===== config.mk =====
export PLATFORM = sky130hd
export DESIGN_NAME = mem_port_arbiter_flat
export DESIGN_NICKNAME = d
export VERILOG_FILES = /design/src/rtl/mem_arb_pkg.sv /design/src/rtl/mem_port_arbiter_if.sv /design/src/rtl/mem_arb_grant.sv /design/src/rtl/mem_port_arbiter.sv /design/src/flat_wrapper.sv
export SDC_FILE = /design/constraint.sdc
export NUM_CORES = 1
export LEC_CHECK = 0
export BUFFER_PORTS_ARGS = -buffer_cell sky130_fd_sc_hd__clkbuf_2
export CAP_MARGIN = 20
export CELL_PAD_IN_SITES_DETAIL_PLACEMENT = 0
export CELL_PAD_IN_SITES_GLOBAL_PLACEMENT = 1
export CORE_MARGIN = 1.5
export CORE_UTILIZATION = 37
export DETAILED_ROUTE_END_ITERATION = 8
export PLACE_DENSITY = 0.83
export RECOVER_POWER = 25
export SYNTH_ARGS = -nofsm -noshare
export SYNTH_HDL_FRONTEND = slang
export SYNTH_SLANG_ARGS = --single-unit

===== constraint.sdc =====
create_clock -name clk -period 3.1 [get_ports clk]
set_clock_uncertainty 0.1 [all_clocks]
set_input_delay 0.31 -clock clk [delete_from_list [all_inputs] [get_ports clk]]
set_output_delay 0.31 -clock clk [all_outputs]
set_load 0.005 [all_outputs]

===== src/rtl/mem_arb_pkg.sv =====
// Shared types and defaults for the memory port arbiter.
package mem_arb_pkg;
  typedef enum logic [1:0] {IDLE, BUSY, RESP} arb_state_t;
  typedef enum logic {OWN_I, OWN_D} arb_owner_t;

  localparam int STARVE_LIM_DEF  = 4;
  localparam int TIMEOUT_CYC_DEF = 64;

  function automatic int cnt_width(input int max_val);
    return (max_val < 1) ? 1 : $clog2(max_val + 1);
  endfunction
endpackage


===== src/rtl/mem_port_arbiter_if.sv =====
// CPU fetch/data ports plus the memory-side port; slave = arbiter, master = environment.
interface mem_port_arbiter_if #(
  parameter int ADDR_W = 32,
  parameter int DATA_W = 32,
  parameter int BE_W   = DATA_W / 8
);
  logic              i_req;
  logic [ADDR_W-1:0] i_addr;
  logic              i_ack;
  logic [DATA_W-1:0] i_rdata;
  logic              i_err;

  logic              d_req;
  logic              d_we;
  logic [ADDR_W-1:0] d_addr;
  logic [DATA_W-1:0] d_wdata;
  logic [BE_W-1:0]   d_be;
  logic              d_ack;
  logic [DATA_W-1:0] d_rdata;
  logic              d_err;

  logic              m_req;
  logic              m_we;
  logic [ADDR_W-1:0] m_addr;
  logic [DATA_W-1:0] m_wdata;
  logic [BE_W-1:0]   m_be;
  logic              m_ack;
  logic [DATA_W-1:0] m_rdata;

  modport slave (
    input  i_req, i_addr, d_req, d_we, d_addr, d_wdata, d_be, m_ack, m_rdata,
    output i_ack, i_rdata, i_err, d_ack, d_rdata, d_err,
           m_req, m_we, m_addr, m_wdata, m_be
  );

  modport master (
    output i_req, i_addr, d_req, d_we, d_addr, d_wdata, d_be, m_ack, m_rdata,
    input  i_ack, i_rdata, i_err, d_ack, d_rdata, d_err,
           m_req, m_we, m_addr, m_wdata, m_be
  );
endinterface


===== src/rtl/mem_arb_grant.sv =====
// Data-priority grant selection with a saturating starvation counter for fetch.
module mem_arb_grant
  import mem_arb_pkg::*;
#(
  parameter int STARVE_LIM = STARVE_LIM_DEF
) (
  input  logic       clk,
  input  logic       rst_n,
  input  logic       i_gnt_en,
  input  logic       i_fetch_req,
  input  logic       i_data_req,
  output logic       o_gnt_valid,
  output arb_owner_t o_gnt_owner
);
  localparam int SW = cnt_width(STARVE_LIM);
  localparam logic [SW-1:0] LIM = SW'(STARVE_LIM);

  logic [SW-1:0] r_starve_cnt;
  logic          w_pick_d;

  always_comb begin
    w_pick_d    = i_data_req && (!i_fetch_req || (r_starve_cnt < LIM));
    o_gnt_valid = i_gnt_en && (i_data_req || i_fetch_req);
    o_gnt_owner = w_pick_d ? OWN_D : OWN_I;
  end

  // Only D grants that bypass a waiting fetch count toward starvation.
  always_ff @(posedge clk or negedge rst_n) begin
    if (!rst_n) begin
      r_starve_cnt <= '0;
    end else if (o_gnt_valid) begin
      if (w_pick_d && i_fetch_req) begin
        if (r_starve_cnt != LIM) r_starve_cnt <= r_starve_cnt + 1'b1;
      end else begin
        r_starve_cnt <= '0;
      end
    end
  end
endmodule


===== src/rtl/mem_port_arbiter.sv =====
// Shares one memory port between fetch (I) and load/store (D) with a hung-access watchdog.
// States: IDLE grant when a request is present | BUSY m_req held, watchdog running | RESP one-cycle ack to owner.
module mem_port_arbiter
  import mem_arb_pkg::*;
#(
  parameter int ADDR_W      = 32,
  parameter int DATA_W      = 32,
  parameter int BE_W        = DATA_W / 8,
  parameter int STARVE_LIM  = STARVE_LIM_DEF,
  parameter int TIMEOUT_CYC = TIMEOUT_CYC_DEF
) (
  input  logic               clk,
  input  logic               rst_n,
  mem_port_arbiter_if.slave  bus
);
  localparam int TW = cnt_width(TIMEOUT_CYC);
  localparam logic [TW-1:0] TMO_LAST = TW'(TIMEOUT_CYC - 1);

  arb_state_t        r_state, w_state_nxt;
  arb_owner_t        r_owner, w_gnt_owner;
  logic              w_gnt_valid;
  logic              w_done, w_tmo;
  logic [TW-1:0]     r_tmo_cnt;
  logic [ADDR_W-1:0] r_addr;
  logic [DATA_W-1:0] r_wdata;
  logic [DATA_W-1:0] r_rdata;
  logic [BE_W-1:0]   r_be;
  logic              r_we;
  logic              r_err;

  mem_arb_grant #(.STARVE_LIM(STARVE_LIM)) u_grant (
    .clk         (clk),
    .rst_n       (rst_n),
    .i_gnt_en    (r_state == IDLE),
    .i_fetch_req (bus.i_req),
    .i_data_req  (bus.d_req),
    .o_gnt_valid (w_gnt_valid),
    .o_gnt_owner (w_gnt_owner)
  );

  always_ff @(posedge clk or negedge rst_n) begin
    if (!rst_n) r_state <= IDLE;
    else        r_state <= w_state_nxt;
  end

  // m_ack takes precedence over a coincident timeout.
  always_comb begin
    w_state_nxt = r_state;
    w_done      = 1'b0;
    w_tmo       = 1'b0;
    case (r_state)
      IDLE: if (w_gnt_valid) w_state_nxt = BUSY;
      BUSY: begin
        if (bus.m_ack) begin
          w_done      = 1'b1;
          w_state_nxt = RESP;
        end else if (r_tmo_cnt == TMO_LAST) begin
          w_tmo       = 1'b1;
          w_state_nxt = RESP;
        end
      end
      RESP:    w_state_nxt = IDLE;
      default: w_state_nxt = IDLE;
    endcase
  end

  always_ff @(posedge clk or negedge rst_n) begin
    if (!rst_n) begin
      r_owner   <= OWN_I;
      r_addr    <= '0;
      r_wdata   <= '0;
      r_be      <= '0;
      r_we      <= 1'b0;
      r_rdata   <= '0;
      r_err     <= 1'b0;
      r_tmo_cnt <= '0;
    end else begin
      if (r_state == IDLE && w_gnt_valid) begin
        r_owner <= w_gnt_owner;
        if (w_gnt_owner == OWN_D) begin
          r_addr  <= bus.d_addr;
          r_wdata <= bus.d_wdata;
          r_be    <= bus.d_be;
          r_we    <= bus.d_we;
        end else begin
          r_addr  <= bus.i_addr;
          r_wdata <= '0;
          r_be    <= '1;
          r_we    <= 1'b0;
        end
      end
      if (r_state == BUSY) r_tmo_cnt <= r_tmo_cnt + 1'b1;
      else                 r_tmo_cnt <= '0;
      if (w_done) begin
        r_rdata <= bus.m_rdata;
        r_err   <= 1'b0;
      end else if (w_tmo) begin
        r_rdata <= '0;
        r_err   <= 1'b1;
      end
    end
  end

  assign bus.m_req   = (r_state == BUSY);
  assign bus.m_we    = r_we;
  assign bus.m_addr  = r_addr;
  assign bus.m_wdata = r_wdata;
  assign bus.m_be    = r_be;

  assign bus.i_ack   = (r_state == RESP) && (r_owner == OWN_I);
  assign bus.d_ack   = (r_state == RESP) && (r_owner == OWN_D);
  assign bus.i_rdata = bus.i_ack ? r_rdata : '0;
  assign bus.d_rdata = bus.d_ack ? r_rdata : '0;
  assign bus.i_err   = bus.i_ack & r_err;
  assign bus.d_err   = bus.d_ack & r_err;
endmodule


===== src/flat_wrapper.sv =====
// flat-port wrapper written by rule: the top's interface ports become plain ports
module mem_port_arbiter_flat import mem_arb_pkg::*;
#(
  parameter int ADDR_W      = 32,
  parameter int DATA_W      = 32,
  parameter int BE_W        = DATA_W / 8,
  parameter int STARVE_LIM  = STARVE_LIM_DEF,
  parameter int TIMEOUT_CYC = TIMEOUT_CYC_DEF
)
  (clk, rst_n, bus_i_req, bus_i_addr, bus_d_req, bus_d_we, bus_d_addr, bus_d_wdata, bus_d_be, bus_m_ack, bus_m_rdata, bus_i_ack, bus_i_rdata, bus_i_err, bus_d_ack, bus_d_rdata, bus_d_err, bus_m_req, bus_m_we, bus_m_addr, bus_m_wdata, bus_m_be);
  mem_port_arbiter_if #(.ADDR_W(ADDR_W), .DATA_W(DATA_W), .BE_W(BE_W)) bus_i ();
  input  logic clk;
  input  logic rst_n;
  input wire logic [$bits(bus_i.i_req)-1:0] bus_i_req;
  input wire logic [$bits(bus_i.i_addr)-1:0] bus_i_addr;
  input wire logic [$bits(bus_i.d_req)-1:0] bus_d_req;
  input wire logic [$bits(bus_i.d_we)-1:0] bus_d_we;
  input wire logic [$bits(bus_i.d_addr)-1:0] bus_d_addr;
  input wire logic [$bits(bus_i.d_wdata)-1:0] bus_d_wdata;
  input wire logic [$bits(bus_i.d_be)-1:0] bus_d_be;
  input wire logic [$bits(bus_i.m_ack)-1:0] bus_m_ack;
  input wire logic [$bits(bus_i.m_rdata)-1:0] bus_m_rdata;
  output wire logic [$bits(bus_i.i_ack)-1:0] bus_i_ack;
  output wire logic [$bits(bus_i.i_rdata)-1:0] bus_i_rdata;
  output wire logic [$bits(bus_i.i_err)-1:0] bus_i_err;
  output wire logic [$bits(bus_i.d_ack)-1:0] bus_d_ack;
  output wire logic [$bits(bus_i.d_rdata)-1:0] bus_d_rdata;
  output wire logic [$bits(bus_i.d_err)-1:0] bus_d_err;
  output wire logic [$bits(bus_i.m_req)-1:0] bus_m_req;
  output wire logic [$bits(bus_i.m_we)-1:0] bus_m_we;
  output wire logic [$bits(bus_i.m_addr)-1:0] bus_m_addr;
  output wire logic [$bits(bus_i.m_wdata)-1:0] bus_m_wdata;
  output wire logic [$bits(bus_i.m_be)-1:0] bus_m_be;
  assign bus_i.i_req = bus_i_req;
  assign bus_i.i_addr = bus_i_addr;
  assign bus_i.d_req = bus_d_req;
  assign bus_i.d_we = bus_d_we;
  assign bus_i.d_addr = bus_d_addr;
  assign bus_i.d_wdata = bus_d_wdata;
  assign bus_i.d_be = bus_d_be;
  assign bus_i.m_ack = bus_m_ack;
  assign bus_i.m_rdata = bus_m_rdata;
  assign bus_i_ack = bus_i.i_ack;
  assign bus_i_rdata = bus_i.i_rdata;
  assign bus_i_err = bus_i.i_err;
  assign bus_d_ack = bus_i.d_ack;
  assign bus_d_rdata = bus_i.d_rdata;
  assign bus_d_err = bus_i.d_err;
  assign bus_m_req = bus_i.m_req;
  assign bus_m_we = bus_i.m_we;
  assign bus_m_addr = bus_i.m_addr;
  assign bus_m_wdata = bus_i.m_wdata;
  assign bus_m_be = bus_i.m_be;
  mem_port_arbiter #(.ADDR_W(ADDR_W), .DATA_W(DATA_W), .BE_W(BE_W), .STARVE_LIM(STARVE_LIM), .TIMEOUT_CYC(TIMEOUT_CYC)) u_core (.clk(clk), .rst_n(rst_n), .bus(bus_i));
endmodule

==> results summary <==
In the routed layout, each cell is associated on average with a via count of about 5. Setup repair after global routing left no endpoint under its margin. For this run, the register share of the synthesized area comes to 0.528. The number of DRC markers after the initial detailed-route iteration came out at 218. At the later pin of the worst-skew pair, clock insertion delay measures 0.40 ns. After the last flow step, the layout net total stands at 870. By area the synthesized netlist is led by sky130_fd_sc_hd__dfrtp_1 53%, sky130_fd_sc_hd__and2_1 7.8%, sky130_fd_sc_hd__mux2_2 7.4%. The switching part of the total is 0.318. Once the clock tree was built, the setup fixing pass inserted 0 buffers.

The clock-pin transition on the worst setup and hold timing paths came out at 0.05 ns. The clock share of power is 0.278. In the final routed layout, each cell accounts on average for 15.5 µm. The total chip power is 6.79 mW. The relative slew slack is 0.143. The area occupied by multi-input gates came out at between 2000 and 2500 µm². In this run the static leakage power is 3.74 nW. The total clock sinks came out at roughly 120. The width of the chip came out at 124 µm.

The worst slack at placement came out at 1.00 ns. In this run the standard cell core region covers 14,500 µm². The worst-case hold slack came out at roughly 0.019 ns. The die height is around 120 µm.

The area share of the largest cell type after synthesis is 0.528. The signed area change from the synthesized netlist to the final layout is 37.9%. Dividing the synthesized area by the synthesized cell count gives 11.9 µm². The length in cells of the worst reg-to-reg path is 4. The number of rows in the core area came out at 44. The post-synthesis async set-or-reset flop share came out at 1.00. The number of input and output port buffers inserted is 275. The largest stage delay on the critical path came out at 0.89 ns. Summed over all instances, the cell type with the most area after synthesis is sky130_fd_sc_hd__dfrtp_1.

The count of final max-slew check failures came out at 0. The final number of hold-violating endpoints is 0. The critical path is of the reg -> out type. The total wirelength of the detailed-routed design is about 14,000 µm.

The total I/O pin count is 276. The pin count of the biggest net entering global routing came out at 66. The post-synthesis cell count came out at 459. The peak fanout along the critical path is 34. The count of H-tree levels built during CTS is 4. The sum of negative setup slack came out at 0 ns. The first global-routing pass estimated 23,000 µm of wire. The die area came out at approximately 15,000 µm².

The flow ran to the end, and the final reports show no timing, DRC or antenna violations. Counting flops and latches in the post-synthesis netlist gives 115. Setup violations remaining at the end of the flow were counted as 0.

Walking the worst path, the cells encountered are and3b_1 > and2_1 > clkbuf_2. The cell area power density came out at 903 nW/µm². The min-delay analysis places its worst path in the category in -> reg. TritonCTS built the clock tree. The sequential power share is 0.391.

The transition at the pin with the smallest max-transition slack is 1.29 ns. The cell count after placement came out at 892. The net count after synthesis came out at 600. The root buffer cell chosen for the clock tree is sky130_fd_sc_hd__clkbuf_16.

The unique cell type count in the Yosys netlist came out at 34. Of the cells placed in the final design, the portion with a size suffix greater than 1 is 0.442. The initial antenna violation count came out at 0. The kind of end point of the critical path is an output port. The slowest library cell on the worst path is sky130_fd_sc_hd__and3b_1. Detailed placement finished with a half-perimeter wire length of 10,500 µm. The via count of the first global-routing pass came out at 4,727. The number of detailed-route iterations in the first pass came out at 4.

Once layout is complete, the utilization of the core stands at 0.519. The minimum clock period after layout came out at approximately 2.5 ns. The total of fill cells in the finished design is 1,325.

The highest attainable clock frequency is 400 MHz. The quantity of gates resized following cts is 0. The count of cells in the finished layout, fillers not included, comes to 923. The number of synthesis warnings came out at 0.

The number of nets with antenna violations after routing is 0. The post-synth design cell area is 5450 µm². The most frequent cell after synthesis is sky130_fd_sc_hd__dfrtp_1. The kind of launch point of the worst setup path is a register. Ranked by instance count, the synthesized netlist is headed by 115 x sky130_fd_sc_hd__dfrtp_1, 68 x sky130_fd_sc_hd__and2_1, 36 x sky130_fd_sc_hd__mux2_2, 35 x sky130_fd_sc_hd__a22o_1.

0 antenna diodes ended up in the layout. The deepest clock path buffer count is 2. Data on the critical path is required at its endpoint by 2.69 ns.

Across every metal layer, demand over resource in global routing totals 0.185. The final critical-path share of the clock period is 0.806. The largest vdd supply drop is 0.369 mV.

The switching power total came out at between 2 and 2.5 mW. The share of total power dissipated in combinational logic is 0.331. In the routed design, unresolved DRC markers number 0. The final RePlAce weighted congestion came out at 0.750. At the worst endpoint, the arrival time is between 2 and 2.5 ns.

The least setup slack across all paths after layout came out at 0.601 ns. Counting flops with a built-in enable in the synthesized netlist gives 0. The placed cell area came out at 6960 µm². The sequential cell area is 2880 µm². The worst hold path was traced through 2 stages. The number of clock buffers added by TritonCTS is 17. Once layout is done, the placed cells without fillers occupy 7520 µm². The internal power came out at 4.63 mW. The leftover overflow at the end of global routing is 0. The via total after detailed routing came out at 4,634. The most used flip-flop cell after synthesis is sky130_fd_sc_hd__dfrtp_1. The max-cap check violation count is 0. The initial standard-cell utilization of the core came out at 0.377.
[flip-flops by register name, indices dropped and copies added (netlist names)]
| signal | count |
|---|---|
| u_core.bus.m_we | 1 |
| u_core.r_err | 1 |
| u_core.bus.m_addr | 32 |
| u_core.bus.m_wdata | 32 |
| u_core.r_owner | 1 |
| u_core.r_rdata | 32 |
| u_core.bus.m_be | 4 |
| u_core.u_grant.r_starve_cnt | 3 |
| u_core.r_state | 2 |
| u_core.r_tmo_cnt | 7 |
[power groups by stage]
stage                     sequential (mW)  clock, mW  combinational, mW
after floorplan                      2.60          0               1.38
after global placement               2.64          0               2.24
after detailed placement             2.68          0               2.32
after CTS                            2.66       1.94               2.33
after global routing                 2.75       2.02               2.49
final                                2.66       1.88               2.25
[cell type report]
cell class,instances,area share
clock buffer,24,0.0667
multi-input combinational,305,0.316
tap,184,0.0306
timing repair buffer,286,0.192
inverter,4,0.00200
sequential,115,0.383
clock inverter,5,0.00999
[placed cells by master, fill, tap and decap left out, drive strengths merged]
cell type,synthesis,routed
nor3b,1,1
a21boi,1,1
and2,68,68
xor2,2,2
xnor2,1,1
dfrtp,115,115
clkinv,0,3
bufinv,0,2
a21o,1,1
ha,3,3
a21oi,2,2
mux2,65,65
nor2,6,6
a22oi,32,32
and4b,1,1
o31ai,1,1
nand2,4,4
o22a,4,4
a22o,35,35
nand3b,1,1
clkbuf,15,298
o21a,2,2
o21ai,34,34
inv,4,4
nand3,3,3
or3,2,2
o211ai,1,1
buf,20,10
nand2b,33,33
dlygate4sd3,0,2
and3b,2,2
[worst max-delay path, delay by kind of cell, from the launching register on]
family	cells	cell delay, ns
simple gates	2	1.13
flops	1	0.44
buf+inv	1	0.11
[what timing repair did]
action	4_1_cts	5_1_grt
setup endpoints to repair	0	0
hold buffers	2	0
hold endpoints to repair	51	0
[cells by family (layout without fill, tap and decap cells)]
| family | count (synthesis) | in the layout | share of synthesized area |
|---|---|---|---|
| AO/OA/AOI/OAI | 113 | 113 | 0.150 |
| XOR/XNOR | 3 | 3 | 0.00482 |
| multiplexers | 65 | 65 | 0.134 |
| buffers and inverters | 39 | 319 | 0.0390 |
| flip-flops | 115 | 115 | 0.528 |
| AND/OR/NAND/NOR | 121 | 121 | 0.137 |
| adder cells (fa/ha/maj) | 3 | 3 | 0.00689 |
[worst paths after layout]
path                                                 endpoint  slack, ns                                        from
max                                            bus_d_rdata[1]       0.60               u_core.r_state[0]$_DFFE_PN0P_
min                        u_core.bus.m_wdata[24]$_DFFE_PN0P_       0.02                             bus_d_wdata[24]
max reg2reg                 u_core.bus.m_addr[28]$_DFFE_PN0P_       1.24  u_core.u_grant.r_starve_cnt[2]$_DFFE_PN0P_
min reg2reg                     u_core.r_tmo_cnt[0]$_DFF_PN0_       0.39               u_core.r_tmo_cnt[0]$_DFF_PN0_
max in group asynchronous      u_core.r_rdata[10]$_DFFE_PN0P_       1.30                                       rst_n
min in group asynchronous  u_core.bus.m_wdata[22]$_DFFE_PN0P_       0.62                                       rst_n
[routing by layer]
metal  track usage  up-vias  routed length, µm
met5             0        -                  0
met4        0.0852        0                371
met3        0.0425       29                651
met2         0.329      156               7590
met1         0.209     2285               5710
li1              -     2164                  -
No activity file was read; power rests on OpenSTA's default activity.
